--- src/rtl/tick_ctrl_pkg.sv ---
// tick_ctrl_pkg
//   Shared types and helpers for the tick_controller slice.
//   - state_t     : controller state encoding (IDLE, RUN, PAUSE)
//   - RATE_*      : rate_sel encodings
//   - rate_reload : maps (rate_sel, DIV_FULL) to the divider reload value R
package tick_ctrl_pkg;

  typedef enum logic [1:0] {
    IDLE  = 2'd0,
    RUN   = 2'd1,
    PAUSE = 2'd2
  } state_t;

  localparam logic [1:0] RATE_FAST = 2'b00;  // R = 0, tick every cycle
  localparam logic [1:0] RATE_X1   = 2'b01;  // R = DIV_FULL-1
  localparam logic [1:0] RATE_X2   = 2'b10;  // R = 2*DIV_FULL-1
  localparam logic [1:0] RATE_X4   = 2'b11;  // R = 4*DIV_FULL-1

  // Wide enough for any legal divider; callers size-cast to their DIV_W.
  localparam int RELOAD_W = 32;

  function automatic logic [RELOAD_W-1:0] rate_reload(input logic [1:0] sel,
                                                      input int unsigned div_full);
    logic [RELOAD_W-1:0] full;
    full = RELOAD_W'(div_full);
    case (sel)
      RATE_FAST: return '0;
      RATE_X1:   return full - RELOAD_W'(1);
      RATE_X2:   return (full << 1) - RELOAD_W'(1);
      RATE_X4:   return (full << 2) - RELOAD_W'(1);
      default:   return '0;
    endcase
  endfunction

endpackage

--- src/rtl/tick_controller_if.sv ---
// tick_controller_if
//   Control/status bundle between the switch/key front end and tick_controller.
//   master : drives start/stop/clear/step/rate_sel/up_down, observes status
//   slave  : the controller; consumes controls, drives tick/count/tc/running
interface tick_controller_if;
  logic       start;
  logic       stop;
  logic       clear;
  logic       step;
  logic [1:0] rate_sel;
  logic       up_down;
  logic       tick;
  logic [3:0] count;
  logic       tc;
  logic       running;

  modport master (
    output start, stop, clear, step, rate_sel, up_down,
    input  tick, count, tc, running
  );

  modport slave (
    input  start, stop, clear, step, rate_sel, up_down,
    output tick, count, tc, running
  );
endinterface

--- src/rtl/tick_divider.sv ---
// tick_divider
//   Loadable down-counter used as the rate divider.
//   Ports:
//     clock, reset : posedge clock, synchronous active-high reset (value -> 0)
//     load         : load load_val this edge (wins over dec_en)
//     load_val     : value to load
//     dec_en       : decrement by one this edge (saturates at zero)
//     value        : current divider value
//     zero         : value == 0
module tick_divider #(
  parameter int DIV_W = 28
) (
  input  logic             clock,
  input  logic             reset,
  input  logic             load,
  input  logic [DIV_W-1:0] load_val,
  input  logic             dec_en,
  output logic [DIV_W-1:0] value,
  output logic             zero
);

  logic [DIV_W-1:0] value_q, value_d;

  always_comb begin
    value_d = value_q;
    if (load) begin
      value_d = load_val;
    end else if (dec_en && !zero) begin
      value_d = value_q - DIV_W'(1);
    end
  end

  always_ff @(posedge clock) begin
    if (reset) begin
      value_q <= '0;
    end else begin
      value_q <= value_d;
    end
  end

  assign value = value_q;
  assign zero  = (value_q == '0);

endmodule

--- src/rtl/tick_controller.sv ---
// tick_controller
//   Run/pause/step sequencer for the rate-divided 4-bit hex counter.
//   Ports:
//     clock, reset : posedge clock, synchronous active-high reset
//     bus (slave)  : start/stop/clear/step/rate_sel/up_down in,
//                    tick/count/tc/running out (all outputs registered)
//   Parameters: DIV_FULL (cycles per base period), DIV_W (divider width,
//   must hold 4*DIV_FULL-1).
//   Build option: define TICK_CTRL_AUTOSTOP_EN to make a wrapping RUN tick
//   drop the controller into PAUSE.
//
//   state | meaning
//   ------+-----------------------------------------------------------
//   IDLE  | stopped after reset/clear; start loads R, step ticks once
//   RUN   | divider counts down, tick and reload when it reaches zero
//   PAUSE | divider frozen; start resumes from held value, step ticks
module tick_controller
  import tick_ctrl_pkg::*;
#(
  parameter int unsigned DIV_FULL = 50_000_000,
  parameter int          DIV_W    = 28
) (
  input  logic            clock,
  input  logic            reset,
  tick_controller_if.slave bus
);

  state_t           state_q, state_d;
  logic [DIV_W-1:0] r_q, r_d;
  logic [3:0]       count_q, count_d;
  logic             tick_q, tick_d;
  logic             tc_q, tc_d;
  logic             running_q, running_d;

  logic             div_load;
  logic             div_dec;
  logic [DIV_W-1:0] div_load_val;
  logic [DIV_W-1:0] div_value;
  logic             div_zero;
  logic [DIV_W-1:0] reload_val;
  logic             do_tick;
  logic             wrap;

  // Divider value is only observed through the zero flag; keep it on the
  // port for debug taps.
  logic             div_value_unused;
  assign div_value_unused = ^div_value;

  assign reload_val = DIV_W'(rate_reload(bus.rate_sel, DIV_FULL));

  tick_divider #(.DIV_W(DIV_W)) u_divider (
    .clock    (clock),
    .reset    (reset),
    .load     (div_load),
    .load_val (div_load_val),
    .dec_en   (div_dec),
    .value    (div_value),
    .zero     (div_zero)
  );

  always_comb begin
    state_d      = state_q;
    r_d          = r_q;
    count_d      = count_q;
    tick_d       = 1'b0;
    tc_d         = 1'b0;
    div_load     = 1'b0;
    div_dec      = 1'b0;
    div_load_val = '0;
    do_tick      = 1'b0;
    wrap         = 1'b0;

    if (bus.clear) begin
      state_d      = IDLE;
      count_d      = 4'd0;
      div_load     = 1'b1;
      div_load_val = '0;
    end else begin
      // stop outranks start and step in every state, so a held stop
      // blocks both even where it has no transition of its own.
      case (state_q)
        IDLE: begin
          if (!bus.stop) begin
            if (bus.start) begin
              state_d      = RUN;
              r_d          = reload_val;
              div_load     = 1'b1;
              div_load_val = reload_val;
            end else if (bus.step) begin
              do_tick = 1'b1;
            end
          end
        end
        RUN: begin
          if (bus.stop) begin
            state_d = PAUSE;
          end else if (div_zero) begin
            do_tick      = 1'b1;
            r_d          = reload_val;
            div_load     = 1'b1;
            div_load_val = reload_val;
          end else begin
            div_dec = 1'b1;
          end
        end
        PAUSE: begin
          if (!bus.stop) begin
            if (bus.start) begin
              state_d = RUN;
            end else if (bus.step) begin
              do_tick = 1'b1;
            end
          end
        end
        default: state_d = IDLE;
      endcase

      if (do_tick) begin
        tick_d = 1'b1;
        if (bus.up_down) begin
          count_d = count_q + 4'd1;
          wrap    = (count_q == 4'hF);
        end else begin
          count_d = count_q - 4'd1;
          wrap    = (count_q == 4'h0);
        end
        tc_d = wrap;
`ifdef TICK_CTRL_AUTOSTOP_EN
        // Only divider-driven wraps stop the run; step wraps leave state alone.
        if (wrap && (state_q == RUN)) begin
          state_d = PAUSE;
        end
`endif
      end
    end

    running_d = (state_d == RUN);
  end

  always_ff @(posedge clock) begin
    if (reset) begin
      state_q   <= IDLE;
      r_q       <= '0;
      count_q   <= 4'd0;
      tick_q    <= 1'b0;
      tc_q      <= 1'b0;
      running_q <= 1'b0;
    end else begin
      state_q   <= state_d;
      r_q       <= r_d;
      count_q   <= count_d;
      tick_q    <= tick_d;
      tc_q      <= tc_d;
      running_q <= running_d;
    end
  end

  assign bus.tick    = tick_q;
  assign bus.count   = count_q;
  assign bus.tc      = tc_q;
  assign bus.running = running_q;

endmodule

--- src/flat_wrapper.sv ---
// flat-port wrapper written by rule: the top's interface ports become plain ports
module tick_controller_flat import tick_ctrl_pkg::*;
#(
  parameter int unsigned DIV_FULL = 50_000_000,
  parameter int          DIV_W    = 28
)
  (clock, reset, bus_start, bus_stop, bus_clear, bus_step, bus_rate_sel, bus_up_down, bus_tick, bus_count, bus_tc, bus_running);
  tick_controller_if bus_i ();
  input  logic clock;
  input  logic reset;
  input wire logic [$bits(bus_i.start)-1:0] bus_start;
  input wire logic [$bits(bus_i.stop)-1:0] bus_stop;
  input wire logic [$bits(bus_i.clear)-1:0] bus_clear;
  input wire logic [$bits(bus_i.step)-1:0] bus_step;
  input wire logic [$bits(bus_i.rate_sel)-1:0] bus_rate_sel;
  input wire logic [$bits(bus_i.up_down)-1:0] bus_up_down;
  output wire logic [$bits(bus_i.tick)-1:0] bus_tick;
  output wire logic [$bits(bus_i.count)-1:0] bus_count;
  output wire logic [$bits(bus_i.tc)-1:0] bus_tc;
  output wire logic [$bits(bus_i.running)-1:0] bus_running;
  assign bus_i.start = bus_start;
  assign bus_i.stop = bus_stop;
  assign bus_i.clear = bus_clear;
  assign bus_i.step = bus_step;
  assign bus_i.rate_sel = bus_rate_sel;
  assign bus_i.up_down = bus_up_down;
  assign bus_tick = bus_i.tick;
  assign bus_count = bus_i.count;
  assign bus_tc = bus_i.tc;
  assign bus_running = bus_i.running;
  tick_controller #(.DIV_FULL(DIV_FULL), .DIV_W(DIV_W)) u_core (.clock(clock), .reset(reset), .bus(bus_i));
endmodule
--- config.mk ---
export PLATFORM = sky130hd
export DESIGN_NAME = tick_controller_flat
export DESIGN_NICKNAME = d
export VERILOG_FILES = /design/src/rtl/tick_ctrl_pkg.sv /design/src/rtl/tick_controller_if.sv /design/src/rtl/tick_divider.sv /design/src/rtl/tick_controller.sv /design/src/flat_wrapper.sv
export SDC_FILE = /design/constraint.sdc
export NUM_CORES = 1
export LEC_CHECK = 0
export CORE_MARGIN = 8
export CORE_UTILIZATION = 30
export CTS_CLUSTER_SIZE = 20
export DETAILED_ROUTE_END_ITERATION = 12
export GPL_ROUTABILITY_DRIVEN = 0
export HOLD_SLACK_MARGIN = 0.05
export PLACE_DENSITY = 0.49
export SETUP_SLACK_MARGIN = 0.05
export SYNTH_ARGS = -nofsm -noshare
export SYNTH_HDL_FRONTEND = slang
export SYNTH_SLANG_ARGS = --single-unit
--- constraint.sdc ---
create_clock -name clock -period 3.1 [get_ports clock]
set_clock_uncertainty 0.05 [all_clocks]
set_input_delay 0.62 -clock clock [delete_from_list [all_inputs] [get_ports clock]]
set_output_delay 0.62 -clock clock [all_outputs]
set_load 0.02 [all_outputs]
* Word-level counts from Yosys, hierarchy flattened *
Index checks and enable logic that the tools add are counted.
Widths: inputs -> output; s select.

storage, ports and cells
  register bits = 37
  logic and storage cells = 59
  output and inout bits = 7

operators by class
  add/subtract/negate cells = 3
  reduce and logical (&&, ||, !) cells = 10
  multiplexer cells = 32
  bitwise gates (word level) = 1
  eq/ne operators = 7

operators by type and width
  cell                   count
  $mux 28                7
  $pmux 28 s4            1
  $pmux 28 s2            1
  $logic_not 28->1       1
  $sub 28x1->28 const B  1
  $mux 1                 15
  $mux 2                 4
  $eq 2x1->1 const B     3
  $eq 2x2->1 const B     3
  $add 4x1->4 const B    1
  $eq 4x4->1 const B     1
  $logic_not 2->1        2
  $logic_not 4->1        1
  $mux 4                 1
  $pmux 1 s2             2
  $pmux 2 s2             1
  $reduce_or 2->1        2
  $sub 4x1->4 const B    1
  $reduce_or 3->1        1
  $reduce_bool 2->1      1
  $logic_and 1x1->1      1
  $logic_not 1->1        1
  $not 1->1              1

* Depth between registers and ports, before layout *
Gate-level depths: netlist of run 1.

  depth in word-level cells = 8
  gate-level depth with buffers = 9
  mapped depth without buffers = 8

* By module *
From an unflattened synthesis of run 1, not the netlist that was laid out.

unflattened totals
  cells, all modules = 286
  area, all modules = 2443.6 sq um

modules (own cells, without submodules)
  module           sequential area each (sq um)  times used  cells an instance  area an instance (sq um)
  tick_divider     560.5                         1           214                1747.9
  tick_controller  180.2                         1           72                 695.7

* Worst setup path before layout of run 1 *
Ideal clock, no wire load.

  path type = register to register
  start = register u_core.u_divider.value_q[3] (netlist: u_core.u_divider.value[3])
  end = register u_core.u_divider.value_q[19] (netlist: u_core.u_divider.value[19])
  stages on the path, launching flop included = 7
  path slack = 0.723 ns
  arrival time = 2.211 ns
  data required time = 2.935 ns
  path through = dfxtp_1 or4_1 nor4_2 nand2b_1 nor3_1 mux2_2 a31o_1

on the way
  longest elaborated chain between the ends = 7

RTL lines
  element                                                                RTL line            text
  start, declared                                                        tick_divider.sv:22  logic [DIV_W-1:0] value_q, value_d;
  start signal, assigned                                                 tick_divider.sv:37  value_q <= value_d;
  parallel branches: the longest is 7 deep, another holds $sub 28x1->28  -

Several ways; the timed one is not identified. The select of a mux whose other input is x is not followed.
A chain may end at the register's enable or synchronous reset.

* Worst setup path after layout of run 1 *
  start = register u_core.u_divider.value_q[12] (netlist: u_core.u_divider.value[12])
  end = register u_core.u_divider.value_q[14] (netlist: u_core.u_divider.value[14])

Same word-level chain as after synthesis.

==> impl_metrics.py, run 1 <==
metrics = {
    "status": {
        "outcome": "finished clean",
    },
    "global_routing": {
        "antenna_found_initial": 0,
        "grt_start_max_net_pins": 16,
        "busiest_layer": "met2",
        "first_global_vias": 2219,
        "grtUsageTotal": 0.127,
        "grt_first_pass_wirelength_mm": 11.5,
        "grtUsageMet3": 0.0221,
        "met1_usage": 0.164,
        "gr-total-overflow": 0,
        "grtUsageMet2": 0.206,
    },
    "die": {
        "row_count": 32,
        "top_level_ports": 16,
        "die_area_um2": 11100,
        "start_util": 0.309,
        "core_um2": 7730,
        "die-height_um": 105,
        "die_w_um": 105,
    },
    "clock_tree": {
        "clk_pin_slew_worst_paths_ps": 80,
        "htreeDepth": 2,
        "holdBufCountCts": 0,
        "cts_tree": "done",
        "cts_buffers": 5,
        "ctsLongestPathBuffers": 2,
        "clkLatencyLatePin_ps": 290,
        "cts_root_buf": "clkbuf_8",
        "cts_resized": 0,
        "cts_sinks": 37,
        "postCtsSetupBuffers": 0,
    },
    "power_and_ir_drop": {
        "vdd_drop_max_mv": 0.136,
        "design_power_total_uw": 1440,
        "leakage_uw": 0.00104,
        "p_per_area_nw_per_um2": 508,
    },
    "sta": {
        "rsz0062_at_grt": "false",
        "tightest_slew_ps": 679,
        "final_hold_viol_count": 0,
        "finalCriticalPeriod_ps": 2780,
        "drv_slew": 0,
        "fin_ws_ps": 316,
        "relSlewSlack": 0.546,
        "setup_tns_ps": 0,
        "fin_crit_sh": 0.898,
        "setup_viol": 0,
        "fmaxAchievable_mhz": 359,
        "hold-worst-slack_ps": 473,
    },
    "synth": {
        "yosysTopAreaCell": "dfxtp_1",
        "ys_types": 53,
        "postSynth.asyncResetShare": 0,
        "ys_seq_area_frac": 0.310,
        "ys.flop_type": "dfxtp_1",
        "ys_warn_count": 0,
        "synthTopCellsByCount": "37 x dfxtp_1, 33 x nor2_1, 29 x a21oi_1",
        "yosys.area.top_type_share": 0.310,
        "synthCells": 300,
        "synth_nets": 320,
        "avgSynthCellArea_um2": 7.96,
        "synthTopCellsByArea": "dfxtp_1 31%, a21oi_1 6.1%, nor3_1 5.5%, ha_1 5.2%, nor2_1 5.2%",
        "synthMostInstantiatedCell": "dfxtp_1",
        "synth_area_um2": 2390,
        "synth-edff-count": 0,
        "ys_ff_latch": 37,
    },
    "layout": {
        "design_area_um2": 2830,
        "num_antenna_cells": 0,
        "drive_above_1_share": 0.129,
        "syn2layout_area_growth_pct": 18.4,
        "nets": 344,
    },
    "worst_setup_path": {
        "max_stage_delay_ps": 560,
        "crit_buf_inv": 0,
        "cp_top_family": "simple AND/OR/NAND/NOR gates",
        "end_kind": "flip-flop",
        "start_kind": "flip-flop",
        "slowest_stage": "or4_4",
        "cp.arrival_ps": 2960,
        "worstSetupPathType": "reg2reg",
        "worstPathCellList": "or4_4 -> nor4_4 -> nand3_4 -> a22oi_2 -> nand2_1 -> a22oi_1",
        "crit_fanout": 10,
        "critPathRequiredTime_ps": 3270,
    },
    "drt": {
        "routed_wl_mm": 7.02,
        "drt_first_pass_iters": 4,
        "ant_nets": 0,
        "drtIter0Drc": 126,
        "via_count": 2329,
        "drc": 0,
        "via_per_inst": 5.45,
        "wl_per_cell_um": 16.4,
    },
    "placed_design": {
        "io_buffers": 15,
        "place_hpwl_mm": 5.23,
        "dpl_worst_slack_ps": 320,
        "place_area_um2": 2730,
    },
    "run": {
        "maxCapViolations": 0,
    },
    "worst_hold_path": {
        "hp-class": "reg2reg",
    },
}
cells by family after synthesis:
| group | synth area share |
|---|---|
| AO/OA/AOI/OAI | 0.244 |
| AND/OR/NAND/NOR | 0.308 |
| adder cells (fa/ha/maj) | 0.0608 |
| flip-flops | 0.310 |
| XOR/XNOR | 0.0220 |
| buffers and inverters | 0.0377 |
| multiplexers | 0.0173 |
per-layer routing:
metal | wire length, um | part of all wire | vias up
li1 | - | - | 1171
met1 | 3370 | 0.48 | 1104
met2 | 3270 | 0.47 | 45
met3 | 274 | 0.039 | 9
met4 | 106 | 0.015 | 0
met5 | 0 | 0 | -
sequential cells by signal, indices dropped and copies added (netlist names):
name,cells
u_core.bus.tc,1
u_core.bus.running,1
u_core.bus.count,4
u_core.u_divider.value,28
u_core.state_q,2
u_core.bus.tick,1
power breakdown:
group / switching (uW) / internal (uW)
Sequential: 44.7 / 509
Clock: 180 / 201
Combinational: 299 / 203
worst reg2reg max path, delay by kind of cell (launching register included):
kind,cells,cell delay (ps)
AND/OR/NAND/NOR,4,1560
AO/OA/AOI/OAI,2,770
flip-flops,1,350
final timing paths:
kind                               from  cells after the start                         end  slack (ps)
max          u_core.u_divider.value[12]                      6  u_core.u_divider.value[14]         320
min reg2reg  u_core.u_divider.value[12]                      2  u_core.u_divider.value[12]         470
min          u_core.u_divider.value[12]                      2  u_core.u_divider.value[12]         470
max reg2reg  u_core.u_divider.value[12]                      6  u_core.u_divider.value[14]         320
cell type report:
cell class,instances,area (um^2)
clock inverter,1,5.00
inverter,12,45.0
tap,102,128
multi-input combinational,239,1560
clock buffer,7,96.3
timing repair buffer,29,255
fill,797,4900
sequential,37,741
cell usage in the layout, fill, tap and decap left out, types with 5 or more instances in the layout:
| master | count |
|---|---|
| a211oi_1 | 9 |
| or4_1 | 5 |
| clkdlybuf4s50_1 | 15 |
| nand2_1 | 14 |
| a21oi_1 | 29 |
| buf_4 | 14 |
| clkbuf_8 | 7 |
| inv_1 | 12 |
| ha_1 | 10 |
| nor2_1 | 33 |
| o21ai_0 | 13 |
| nor4_1 | 9 |
| dfxtp_1 | 37 |
| nand2b_1 | 6 |
| a31oi_1 | 8 |
| nor3_1 | 26 |
| nand3_1 | 11 |
stage by stage:
stage | std cells | util
global placement | 419 | 0.353
floorplan | 300 | -
CTS | 427 | 0.366
finish | 427 | 0.366
detailed placement | 419 | 0.353
global route | 427 | 0.366
No activity file was read; power rests on OpenSTA's default activity.
==> run 2: changes to the inputs <==
--- a/config.mk
+++ b/config.mk
@@ -13,6 +13,8 @@
 export HOLD_SLACK_MARGIN = 0.05
 export PLACE_DENSITY = 0.49
 export SETUP_SLACK_MARGIN = 0.05
+export SLEW_MARGIN = 20
 export SYNTH_ARGS = -nofsm -noshare
 export SYNTH_HDL_FRONTEND = slang
+export SYNTH_HIERARCHICAL = 1
 export SYNTH_SLANG_ARGS = --single-unit
==> impl_metrics.py, run 2 <==
metrics = {
    "worst_hold_path": {
        "holdPathStages": 2,
        "min_from": "u_core/u_divider/value[27]",
        "hp-class": "reg2reg",
        "whs_endpoint": "u_core/u_divider/value[27]",
    },
    "global_routing": {
        "met1_usage": 0.145,
        "gr-total-overflow": 0,
        "grt_start_max_net_pins": 49,
        "grtUsageMet2": 0.172,
        "grtUsageMet3": 0.0290,
        "grt_first_pass_wirelength_mm": 10.1,
        "first_global_vias": 1977,
        "antenna_found_initial": 0,
        "busiest_layer": "met2",
        "grtUsageTotal": 0.109,
    },
    "sta": {
        "final_hold_viol_count": 0,
        "relSlewSlack": 0.669,
        "rsz0062_at_grt": "false",
        "setup_tns_ps": 0,
        "setup_viol": 0,
        "fin_crit_sh": 0.912,
        "fin_ws_ps": 273,
        "fmaxAchievable_mhz": 354,
        "tightest_slew_ps": 492,
        "finalCriticalPeriod_ps": 2830,
        "drv_slew": 0,
    },
    "power_and_ir_drop": {
        "vdd_drop_max_mv": 0.126,
        "design_power_total_uw": 1150,
        "p_per_area_nw_per_um2": 396,
        "leakage_uw": 0.00102,
    },
    "die": {
        "die_w_um": 106,
        "die_area_um2": 11300,
        "die-height_um": 106,
        "core_um2": 8050,
        "start_util": 0.303,
        "row_count": 33,
        "top_level_ports": 16,
    },
    "layout": {
        "layout_commonest_cell": "dfxtp_1",
        "syn2layout_area_growth_pct": 19.2,
        "final_cell_mix": "37 x dfxtp_1, 32 x nor2_1, 16 x buf_4, 16 x a311oi_1, 15 x clkdlybuf4s50_1",
        "num_antenna_cells": 0,
        "nets": 330,
        "drive_above_1_share": 0.151,
        "largest_register_ffs": 28,
        "finalNonFillerCells": 417,
    },
    "worst_setup_path": {
        "rr_worst_depth": 10,
        "critPathRequiredTime_ps": 3250,
        "r2r-end": "u_core/u_divider/value[21]",
        "r2r-start": "u_core/u_divider/value[0]",
        "start_kind": "flip-flop",
        "cp.arrival_ps": 2970,
        "end_kind": "flip-flop",
        "r2r_setup_slack_ps": 270,
        "crit_fanout": 25,
        "crit_start": "u_core/u_divider/value[0]",
        "worstSetupPathType": "reg2reg",
    },
    "synth": {
        "avgSynthCellArea_um2": 8.54,
        "ys_ff_latch": 37,
        "synthXorXnorAreaFrac": 0.0251,
        "synthAdderAreaFrac": 0.0543,
        "ys.flop_type": "dfxtp_1",
        "postSynth.asyncResetShare": 0,
        "synth_area_um2": 2440,
        "synthTopCellsByCount": "37 x dfxtp_1, 32 x nor2_1, 16 x a311oi_1",
        "synthTopCellsByArea": "dfxtp_1 30%, a311oi_1 5.7%, nor2_1 4.9%, ha_1 4.6%, or3_1 3.1%",
        "yosys.area.top_type_share": 0.303,
        "synth_compound_area_frac": 0.225,
        "yosys.area_share.simple": 0.327,
        "synthCells": 286,
        "synth-edff-count": 0,
        "ys_types": 62,
        "ys_seq_area_frac": 0.303,
        "yosysTopAreaCell": "dfxtp_1",
        "ys_warn_count": 6,
        "synthMostInstantiatedCell": "dfxtp_1",
        "synth_top_family_by_area": "simple AND/OR/NAND/NOR gates",
        "synthMuxAreaShare": 0.0133,
    },
    "drt": {
        "ant_nets": 0,
        "wl_per_cell_um": 14.6,
        "via_per_inst": 5.45,
        "via_count": 2271,
        "drtIter0Drc": 82,
        "routed_wl_mm": 6.08,
        "drt_first_pass_iters": 4,
        "drc": 0,
    },
    "run": {
        "maxCapViolations": 0,
    },
    "placed_design": {
        "dpl_worst_slack_ps": 225,
        "io_buffers": 15,
        "post-place-cells": 409,
        "place_hpwl_mm": 4.40,
    },
    "clock_tree": {
        "ctsLongestPathBuffers": 2,
        "clkLatencyLatePin_ps": 290,
        "htreeDepth": 2,
        "cts_buffers": 5,
        "clk_pin_slew_worst_paths_ps": 80,
        "cts_sinks": 37,
        "cts_tree": "done",
        "postCtsSetupBuffers": 0,
        "cts_root_buf": "clkbuf_8",
    },
    "status": {
        "outcome": "finished clean",
    },
}
## run 2: worst max-delay path by stage
stage / to / slack, ps / depth (start not counted)
finish: u_core/u_divider/value[21] / 270 / 10
detailed placement: u_core/u_divider/value[6] / 220 / 8
floorplan: u_core/u_divider/value[6] / 200 / 14
global route: u_core/u_divider/value[4] / 60 / 10
CTS: u_core/u_divider/value[16] / 210 / 9
global placement: u_core/u_divider/value[7] / 290 / 8
## run 2: cell families (layout without fill, tap and decap cells)
family | count (synthesis) | after routing
AOI/OAI and AO/OA | 74 | 74
DFF | 37 | 37
and+or+nand+nor | 125 | 125
adders and majority gates | 10 | 10
buffers and inverters | 29 | 52
muxes | 3 | 3
xor gates and xnor gates | 7 | 7
other | 1 | 4
## run 2: layout make-up
type,instances,area [um^2]
inverters,12,45.0
clock inverters,1,5.00
repair buffers,32,290
clock buffers,7,96.3
fillers,865,5140
multi-input cells,223,1600
flip-flops and latches,37,741
well taps,105,131
## run 2: power by group
part | internal [uW] | switching (uW)
clock network | 201 | 178
logic | 109 | 140
registers | 498 | 29.1
total | 808 | 347
## run 2: critical path: stages, from the launching register on
cell,delay [ps]
dfxtp_1,330
inv_1,60
ha_1,210
nor3b_1,150
and3_1,190
and3_1,190
and4bb_2,310
inv_1,60
a31o_2,360
or4_1,540
a311oi_1,290
## run 2: repair_timing
item / CTS / global route
setup endpoints to repair: 0 / 3
resized for setup: 0 / 2
hold buffers: 0 / 0
## run 2: layer usage
layer,wire [um],vias to the layer above
met2,2700,50
met3,397,6
met4,61,0
met5,0,-
li1,-,1143
met1,2930,1072
## run 2: metrics by stage
| step | area, um^2 | util | hold WS [ps] |
|---|---|---|---|
| 3_3_place_gp | 2800 | 0.347 | 455 |
| 3_5_place_dp | 2800 | 0.347 | 462 |
| 6_report | 2910 | 0.362 | 481 |
| 4_1_cts | 2900 | 0.360 | 476 |
| 2_1_floorplan | 2450 | - | 421 |
| 5_1_grt | 2910 | 0.362 | 504 |
==> run 3: changes to the inputs <==
--- a/config.mk
+++ b/config.mk
@@ -11,7 +11,8 @@
 export DETAILED_ROUTE_END_ITERATION = 12
 export GPL_ROUTABILITY_DRIVEN = 0
 export HOLD_SLACK_MARGIN = 0.05
-export PLACE_DENSITY = 0.49
+export MAX_ROUTING_LAYER = met4
+export PLACE_DENSITY = 0.56
 export SETUP_SLACK_MARGIN = 0.05
 export SLEW_MARGIN = 20
 export SYNTH_ARGS = -nofsm -noshare
==> impl_metrics.py, run 3 (synthesis gave the netlist of run 2 again) <==
metrics = {
    "status": {
        "outcome": "finished clean",
    },
    "sta": {
        "drv_slew": 0,
        "tightest_slew_ps": 536,
        "relSlewSlack": 0.640,
        "setup_tns_ps": 0,
        "finalCriticalPeriod_ps": 2870,
        "fin_crit_sh": 0.924,
        "setup_viol": 0,
        "fmaxAchievable_mhz": 349,
        "rsz0062_at_grt": "false",
        "final_hold_viol_count": 0,
    },
    "power_and_ir_drop": {
        "vdd_drop_max_mv": 0.170,
        "leakage_uw": 0.00103,
        "p_per_area_nw_per_um2": 385,
    },
    "global_routing": {
        "busiest_layer": "met2",
        "grt_first_pass_wirelength_mm": 10.7,
        "grt_start_max_net_pins": 30,
        "met1_usage": 0.147,
        "grtUsageMet3": 0.0296,
        "antenna_found_initial": 0,
        "first_global_vias": 2215,
        "grtUsageMet2": 0.186,
        "grtUsageTotal": 0.119,
        "gr-total-overflow": 0,
    },
    "clock_tree": {
        "cts_buffers": 5,
        "ctsLongestPathBuffers": 2,
        "htreeDepth": 2,
        "cts_tree": "done",
        "clk_pin_slew_worst_paths_ps": 70,
        "cts_sinks": 37,
        "cts_root_buf": "clkbuf_8",
        "clkLatencyLatePin_ps": 300,
        "cts_resized": 0,
        "holdBufCountCts": 0,
        "postCtsSetupBuffers": 0,
    },
    "drt": {
        "drt_first_pass_iters": 4,
        "via_count": 2309,
        "wl_per_cell_um": 15.1,
        "ant_nets": 0,
        "via_per_inst": 5.48,
        "routed_wl_mm": 6.37,
        "drtIter0Drc": 123,
        "drc": 0,
    },
    "worst_setup_path": {
        "start_kind": "flip-flop",
        "crit_fanout": 12,
        "worstSetupPathType": "reg2reg",
        "cp.arrival_ps": 2980,
        "end_kind": "flip-flop",
        "critPathRequiredTime_ps": 3220,
    },
    "layout": {
        "multiInputGateArea_um2": 1600,
        "final_cell_mix": "37 x dfxtp_1, 32 x nor2_1, 21 x buf_4",
        "nets": 334,
        "num_antenna_cells": 0,
        "drive_above_1_share": 0.158,
        "largest_register_ffs": 28,
        "final_util": 0.362,
        "layout_commonest_cell": "dfxtp_1",
        "fillers": 834,
        "regArea_um2": 741,
        "syn2layout_area_growth_pct": 19.1,
    },
    "die": {
        "die_area_um2": 11300,
        "start_util": 0.303,
        "core_um2": 8050,
        "top_level_ports": 16,
        "row_count": 33,
        "die-height_um": 106,
        "die_w_um": 106,
    },
    "worst_hold_path": {
        "hp-class": "reg2reg",
    },
    "run": {
        "maxCapViolations": 0,
    },
    "placed_design": {
        "place_hpwl_mm": 4.60,
        "io_buffers": 15,
    },
}
==> run 3: changes by cell type in the layout (fill, tap and decap cells not counted), sizes merged <==
| cell | change |
|---|---|
| buf | +4 |
| clkbuf | -1 |
| clkinv | +1 |
==> run 3: worst max-delay path, stage by stage (launching register included) <==
cell       delay [ps]
dfxtp_1           350
nor4_1            450
and4_1            300
and3_1            260
mux2_2            200
a21o_2            290
inv_1             180
buf_4             190
and4_1            170
a2111oi_0         300
==> run 3: path summary, 6_finish.rpt <==
path | from | to | slack (ps) | cells past startpoint
max | u_core/u_divider/value[16] | u_core/u_divider/value[16] | 230 | 9
min | u_core/u_divider/value[21] | u_core/u_divider/value[21] | 470 | 2
max reg2reg | u_core/u_divider/value[16] | u_core/u_divider/value[16] | 230 | 9
min reg2reg | u_core/u_divider/value[21] | u_core/u_divider/value[21] | 470 | 2
==> run 3: through the flow <==
step / power [uW] / setup slack, ps / area [um^2] / hold slack, ps / instances
global placement: 785 / 250 / 2810 / 448 / 413
floorplan: 696 / 197 / 2450 / 421 / 289
global route: 1190 / 94.0 / 2910 / 499 / 421
detailed placement: 788 / 188 / 2810 / 458 / 413
finish: 1120 / 234 / 2910 / 472 / 421
CTS: 1130 / 269 / 2900 / 470 / 421
==> run 3: report_power, final <==
| part | switching [uW] | leakage [uW] | internal, uW | total [uW] |
|---|---|---|---|---|
| registers | 29.0 | 0.000303 | 498 | 527 |
| logic | 142 | 0.000682 | 111 | 254 |
| clock network | 185 | 0.0000450 | 156 | 341 |
| total | 357 | 0.00103 | 765 | 1120 |
==> run 3: area by class of cell <==
| type | count | area share |
|---|---|---|
| multi-input combinational | 223 | 0.551 |
| inverter | 12 | 0.0155 |
| timing repair buffer | 36 | 0.106 |
| clock inverter | 2 | 0.00344 |
| sequential | 37 | 0.254 |
| tap | 105 | 0.0451 |
| clock buffer | 6 | 0.0249 |
==> run 3: per-layer routing <==
layer / wire length, um / share of wire / vias up
li1: - / - / 1148
met1: 3080 / 0.48 / 1101
met2: 2860 / 0.45 / 58
met3: 389 / 0.061 / 2
met4: 42 / 0.0066 / 0
met5: 0 / 0 / -
